`config.mk`:
```
export PLATFORM = sky130hd
export DESIGN_NAME = fibonacci_gen
export DESIGN_NICKNAME = d
export VERILOG_FILES = /design/src/rtl/fibonacci_gen.sv
export SDC_FILE = /design/constraint.sdc
export NUM_CORES = 1
export LEC_CHECK = 0
export CORE_UTILIZATION = 25
export CTS_CLUSTER_DIAMETER = 30
export DETAILED_ROUTE_END_ITERATION = 12
export GPL_ROUTABILITY_DRIVEN = 1
export GPL_TIMING_DRIVEN = 0
export MAX_ROUTING_LAYER = met4
export PLACE_DENSITY = 0.45
export SYNTH_ARGS = -nofsm -noshare
export SYNTH_HDL_FRONTEND = slang
export SYNTH_SLANG_ARGS = --single-unit
```
`constraint.sdc`:
```
create_clock -name clk -period 3.77 [get_ports clk]
set_clock_uncertainty 0.1 [all_clocks]
set_input_delay 1.131 -clock clk [delete_from_list [all_inputs] [get_ports clk]]
set_output_delay 1.131 -clock clk [all_outputs]
set_load 0.02 [all_outputs]
```
`src/rtl/fibonacci_gen.sv`:
```
// Iterative second-order additive sequence generator (Fibonacci, Lucas or custom seeds).
// One adder, start/ready/done_tick handshake, abort, and selectable overflow policy.
module fibonacci_gen #(
    parameter int unsigned DATA_W   = 32,
    parameter int unsigned IDX_W    = 6,
    parameter bit          SATURATE = 1'b1
) (
    input  logic              clk,
    input  logic              rst,
    input  logic              start,
    input  logic              abort,
    input  logic [1:0]        mode,
    input  logic [DATA_W-1:0] s0,
    input  logic [DATA_W-1:0] s1,
    input  logic [IDX_W-1:0]  i,
    output logic              ready,
    output logic              done_tick,
    output logic [DATA_W-1:0] f,
    output logic              ovf
);

    typedef enum logic [1:0] {StIdle, StOp, StDone} state_e;

    state_e state_q, state_d;

    logic [DATA_W-1:0] t0_q, t0_d, t1_q, t1_d;
    logic [DATA_W-1:0] res_q, res_d, f_q, f_d;
    logic [IDX_W-1:0]  n_q, n_d;
    logic              run_ovf_q, run_ovf_d;
    logic              ovf_q, ovf_d;
    logic              settled_q, settled_d;
    logic [DATA_W-1:0] seed0, seed1;
    logic [DATA_W:0]   sum;

    always_comb begin
        case (mode)
            2'd1: begin
                seed0 = DATA_W'(2);
                seed1 = DATA_W'(1);
            end
            2'd2: begin
                seed0 = s0;
                seed1 = s1;
            end
            default: begin
                seed0 = '0;
                seed1 = DATA_W'(1);
            end
        endcase
    end

    assign sum = {1'b0, t0_q} + {1'b0, t1_q};

    // State register
    always_ff @(posedge clk or negedge rst) begin
        if (!rst) begin
            state_q <= StIdle;
        end else begin
            state_q <= state_d;
        end
    end

    // Next-state logic; the first OP cycle is a settle bubble before the index test
    always_comb begin
        state_d = state_q;
        case (state_q)
            StIdle: if (start) state_d = StOp;
            StOp: begin
                if (abort) begin
                    state_d = StIdle;
                end else if (settled_q && (n_q == '0 || n_q == IDX_W'(1))) begin
                    state_d = StDone;
                end
            end
            StDone:  state_d = StIdle;
            default: state_d = StIdle;
        endcase
    end

    // Outputs decoded from registered state only
    always_comb begin
        ready     = (state_q == StIdle);
        done_tick = (state_q == StDone);
        f         = f_q;
        ovf       = ovf_q;
    end

    always_comb begin
        t0_d      = t0_q;
        t1_d      = t1_q;
        n_d       = n_q;
        res_d     = res_q;
        run_ovf_d = run_ovf_q;
        settled_d = settled_q;
        f_d       = f_q;
        ovf_d     = ovf_q;
        case (state_q)
            StIdle: begin
                if (start) begin
                    t0_d      = seed0;
                    t1_d      = seed1;
                    n_d       = i;
                    run_ovf_d = 1'b0;
                    settled_d = 1'b0;
                end
            end
            StOp: begin
                if (!abort) begin
                    if (!settled_q) begin
                        settled_d = 1'b1;
                    end else if (n_q == '0) begin
                        res_d = t0_q;
                    end else if (n_q == IDX_W'(1)) begin
                        res_d = t1_q;
                    end else begin
                        // Saturation is absorbing: an all-ones t1 keeps carrying
                        if (sum[DATA_W]) begin
                            run_ovf_d = 1'b1;
                            t1_d      = SATURATE ? {DATA_W{1'b1}} : sum[DATA_W-1:0];
                        end else begin
                            t1_d = sum[DATA_W-1:0];
                        end
                        t0_d = t1_q;
                        n_d  = n_q - IDX_W'(1);
                    end
                end
            end
            StDone: begin
                f_d   = res_q;
                ovf_d = run_ovf_q;
            end
            default: ;
        endcase
    end

    always_ff @(posedge clk or negedge rst) begin
        if (!rst) begin
            t0_q      <= '0;
            t1_q      <= '0;
            n_q       <= '0;
            res_q     <= '0;
            run_ovf_q <= 1'b0;
            settled_q <= 1'b0;
            f_q       <= '0;
            ovf_q     <= 1'b0;
        end else begin
            t0_q      <= t0_d;
            t1_q      <= t1_d;
            n_q       <= n_d;
            res_q     <= res_d;
            run_ovf_q <= run_ovf_d;
            settled_q <= settled_d;
            f_q       <= f_d;
            ovf_q     <= ovf_d;
        end
    end

endmodule

```
==> key figures <==
Synth
  • Syn Nets: between 900 and 1,000
  • Area leader, netlist: dfrtp_1
  • Syn avg cell area: around 9.2 µm²
  • Synthesized instance count: 863
  • Yosys reg bits: 139
  • Async set-reset flop share out of synthesis: 100%
  • Post-synthesis sequential area ratio: 43.8%
  • Synth unique cells: 60
  • Post-synth top area share: a little over two fifths
  • Synth Warn #: 0
  • Post-Syn Area: 7950 µm²
  • Main synth FF type: dfrtp_1
  • Number of synthesized flops with an enable pin: 0
  • Synth area leaders: dfrtp_1 44%, ha_1 5.8%, nand2_1 5.1%

Critical path
  • Crit path required time: 2540 ps
  • Crit path max-delay family: buffers and inverters
  • Critical path data arrival time: around 2300 ps
  • CP max FO: 10
  • CP Buf/Inv Count: 4
  • CP startpoint kind: flop
  • Worst setup EP type: output pin
  • Critical Path Slowest Stage Cell: clkdlybuf4s50_1
  • Crit Path Category: reg -> out
  • Slowest stage delay, CP: 590 ps
  • Crit-path cells: clkbuf_1 > nand2b_1 > clkbuf_2 > inv_1 > clkdlybuf4s50_1

CTS
  • Htree depth: 4
  • CTS tree: done
  • Worst-case clock buffer depth: 2
  • Worst-Skew Late Latency: 430 ps
  • CTS Sinks: roughly 140
  • Clock slew at reported path FFs: 70 ps
  • Setup bufs post-CTS: 0
  • Clock buffer count from CTS: 17
  • CTS root buf: clkbuf_16
  • Hold_buf cts: 0

Flow run
  • Max_cap viols: 0

Finish
  • Most frequent cells in the layout: 139 x dfrtp_1, 109 x nand2_1, 109 x clkdlybuf4s50_1, 77 x nor2_1, 76 x a21oi_1
  • Synth-to-Final Area Change: 28.0%
  • Layout cell share with drive strength beyond 1: between 8 and 9%
  • Fin area: 10,200 µm²
  • Fill count: 3,268
  • # nets final: around 1,100
  • Commonest non-fill, non-tap cell in the layout: dfrtp_1
  • Antenna cells: 0

Floorplan
  • Row count: 64
  • Initial cell density of the core: about a quarter
  • Die Wd: 180 µm
  • Full die area: 32,500 µm²
  • # IOs: 111
  • Die Ht: 180 µm
  • Core Box Area: between 30,000 and 40,000 µm²

STA
  • Least-Margin Pin Slew: roughly 960 ps
  • Slew Limit Fails: 0
  • Slew headroom: 35.9%
  • Setup violators final: 0
  • Post-route minimum period: between 3000 and 4000 ps
  • Final period utilization: 94.4%
  • RSZ-0062 raised after global routing: no
  • Endpoints failing hold: 0
  • Hold Slack: 375 ps
  • Fmax: 0.281 GHz

GRT
  • Gr ovfl total: 0
  • First-pass GRT wire length: between 40 and 50 mm
  • Largest net degree at the start of global routing: 77
  • Number of global-route vias before repair: around 7,200
  • Initial antenna violation count: 1
  • GR Util All Layers: 17.3%

Placed design
  • Routability congestion estimate: 0.870
  • Placed cell area: 9580 µm²
  • Final HPWL DP: ~20 mm
  • Port bufs: between 100 and 150

Detailed routing
  • DR vias/cell: 4.93
  • DRT iter0 DRCs: 480
  • Post-Route WL: 26.8 mm
  • Routed len/inst: around 19 µm
  • First-pass DRT Iterations: 5
  • Via Count: 6,912
  • DRC violations left: 0
  • Number of routed nets with antenna violations: 0

Power and ir drop
  • Pint: about 4.9 mW
  • Peak VDD IR: 0.000443 V
  • Net Sw Frac: 44.9%
  • Combinational Power Share: 51.5%
  • Seq pwr share: 28.6%
  • NetSw: 3.97 mW
  • Clock share of power: between 10% and 20%
  • Leak Pwr: 4.49 nW
  • Power Dens Cells: 869 nW/µm²

Run status
  • Status: complete, no violations

Hold path
  • HP Class: reg -> reg
==> power by group through the flow <==
stage                     clock [mW]  sequential (mW)  combinational, mW
after floorplan                    0             2.48               3.22
after global placement             0             2.55               4.49
after detailed placement           0             2.56               4.49
after CTS                       1.79             2.53               4.52
after global routing            1.85             2.62               5.08
final                           1.76             2.53               4.56
==> final timing paths <==
kind                                  from         to  slack [ps]  depth (start not counted)
max in group asynchronous              rst    t1_q[7]        2140                          2
worst max register to register     t1_q[0]   t1_q[29]         240                         11
worst max-delay path            state_q[1]  done_tick         210                          5
min in group asynchronous              rst   t0_q[24]         610                          1
worst min register to register   res_q[22]  res_q[22]         380                          2
worst min-delay path             res_q[22]  res_q[22]         380                          2
==> Yosys cell counts, types with 11 or more instances <==
| cell | count |
|---|---|
| a21oi_1 | 76 |
| a31oi_1 | 33 |
| clkbuf_1 | 51 |
| dfrtp_1 | 139 |
| ha_1 | 37 |
| inv_1 | 16 |
| mux2_2 | 33 |
| mux2i_1 | 33 |
| nand2_1 | 109 |
| nand3_1 | 44 |
| nand4_1 | 11 |
| nor2_1 | 77 |
| o21ai_0 | 57 |
| o31ai_1 | 20 |
| xnor2_1 | 11 |
| xor2_1 | 15 |
==> logic make-up after synthesis <==
logic type / after synthesis / synth area share (%)
AO/OA/AOI/OAI: 243 / 19.7
XOR/XNOR: 26 / 2.86
flip-flops: 139 / 43.8
AND/OR/NAND/NOR: 275 / 15.1
buffers and inverters: 76 / 3.73
adder cells (fa/ha/maj): 38 / 6.07
multiplexers: 66 / 8.83
==> metrics by stage <==
stage          util, %  setup slack, ps  TNS (ps)  std cells  total power [mW]
6_report          32.9              209         0       1401              8.84
5_1_grt           32.9            0.684         0       1401              9.55
4_1_cts           32.9             28.4         0       1402              8.84
3_5_place_dp      31.0             40.8         0       1370              7.05
3_3_place_gp      30.9            -4660   -645200       1369              7.03
2_1_floorplan        -              695         0        863              5.70
==> repair_timing <==
action                     4_1_cts  5_1_grt
hold endpoints to repair         0        0
resized for setup                1        1
setup endpoints to repair        1       11
pin swaps                        0        0
gates cloned                     0        0
==> area by class of cell <==
type                    instances  area (µm²)  share of cell area, %
well taps                     396         495                   4.87
clock inverters                14         160                   1.57
clock buffers                  18         439                   4.32
multi-input cells             648        4180                   41.1
repair buffers                111        1130                   11.1
plain buffers                  59         234                   2.30
flip-flops and latches        139        3480                   34.2
inverters                      16        60.1                  0.590
==> sequential cells by signal, summed over array words and instances (netlist names) <==
name / cells
settled_q: 1
res_q: 32
run_ovf_q: 1
ovf: 1
f: 32
t0_q: 32
n_q: 6
state_q: 2
t1_q: 32
==> metal layers <==
| layer | share of wire (%) | wire length, µm | vias up | track usage, % |
|---|---|---|---|---|
| met2 | 45 | 12100 | 160 | 26.8 |
| li1 | - | - | 3364 | - |
| met3 | 2.9 | 768 | 42 | 1.58 |
| met4 | 3.1 | 823 | 0 | 7.11 |
| met5 | 0 | 0 | - | - |
| met1 | 49 | 13000 | 3346 | 23.3 |
==> worst min-delay path, cell delays in order (launching register included) <==
cell and delay (ps):
dfrtp_1 340, nand2_1 40, o21ai_0 60
No activity file was read; power rests on OpenSTA's default activity.
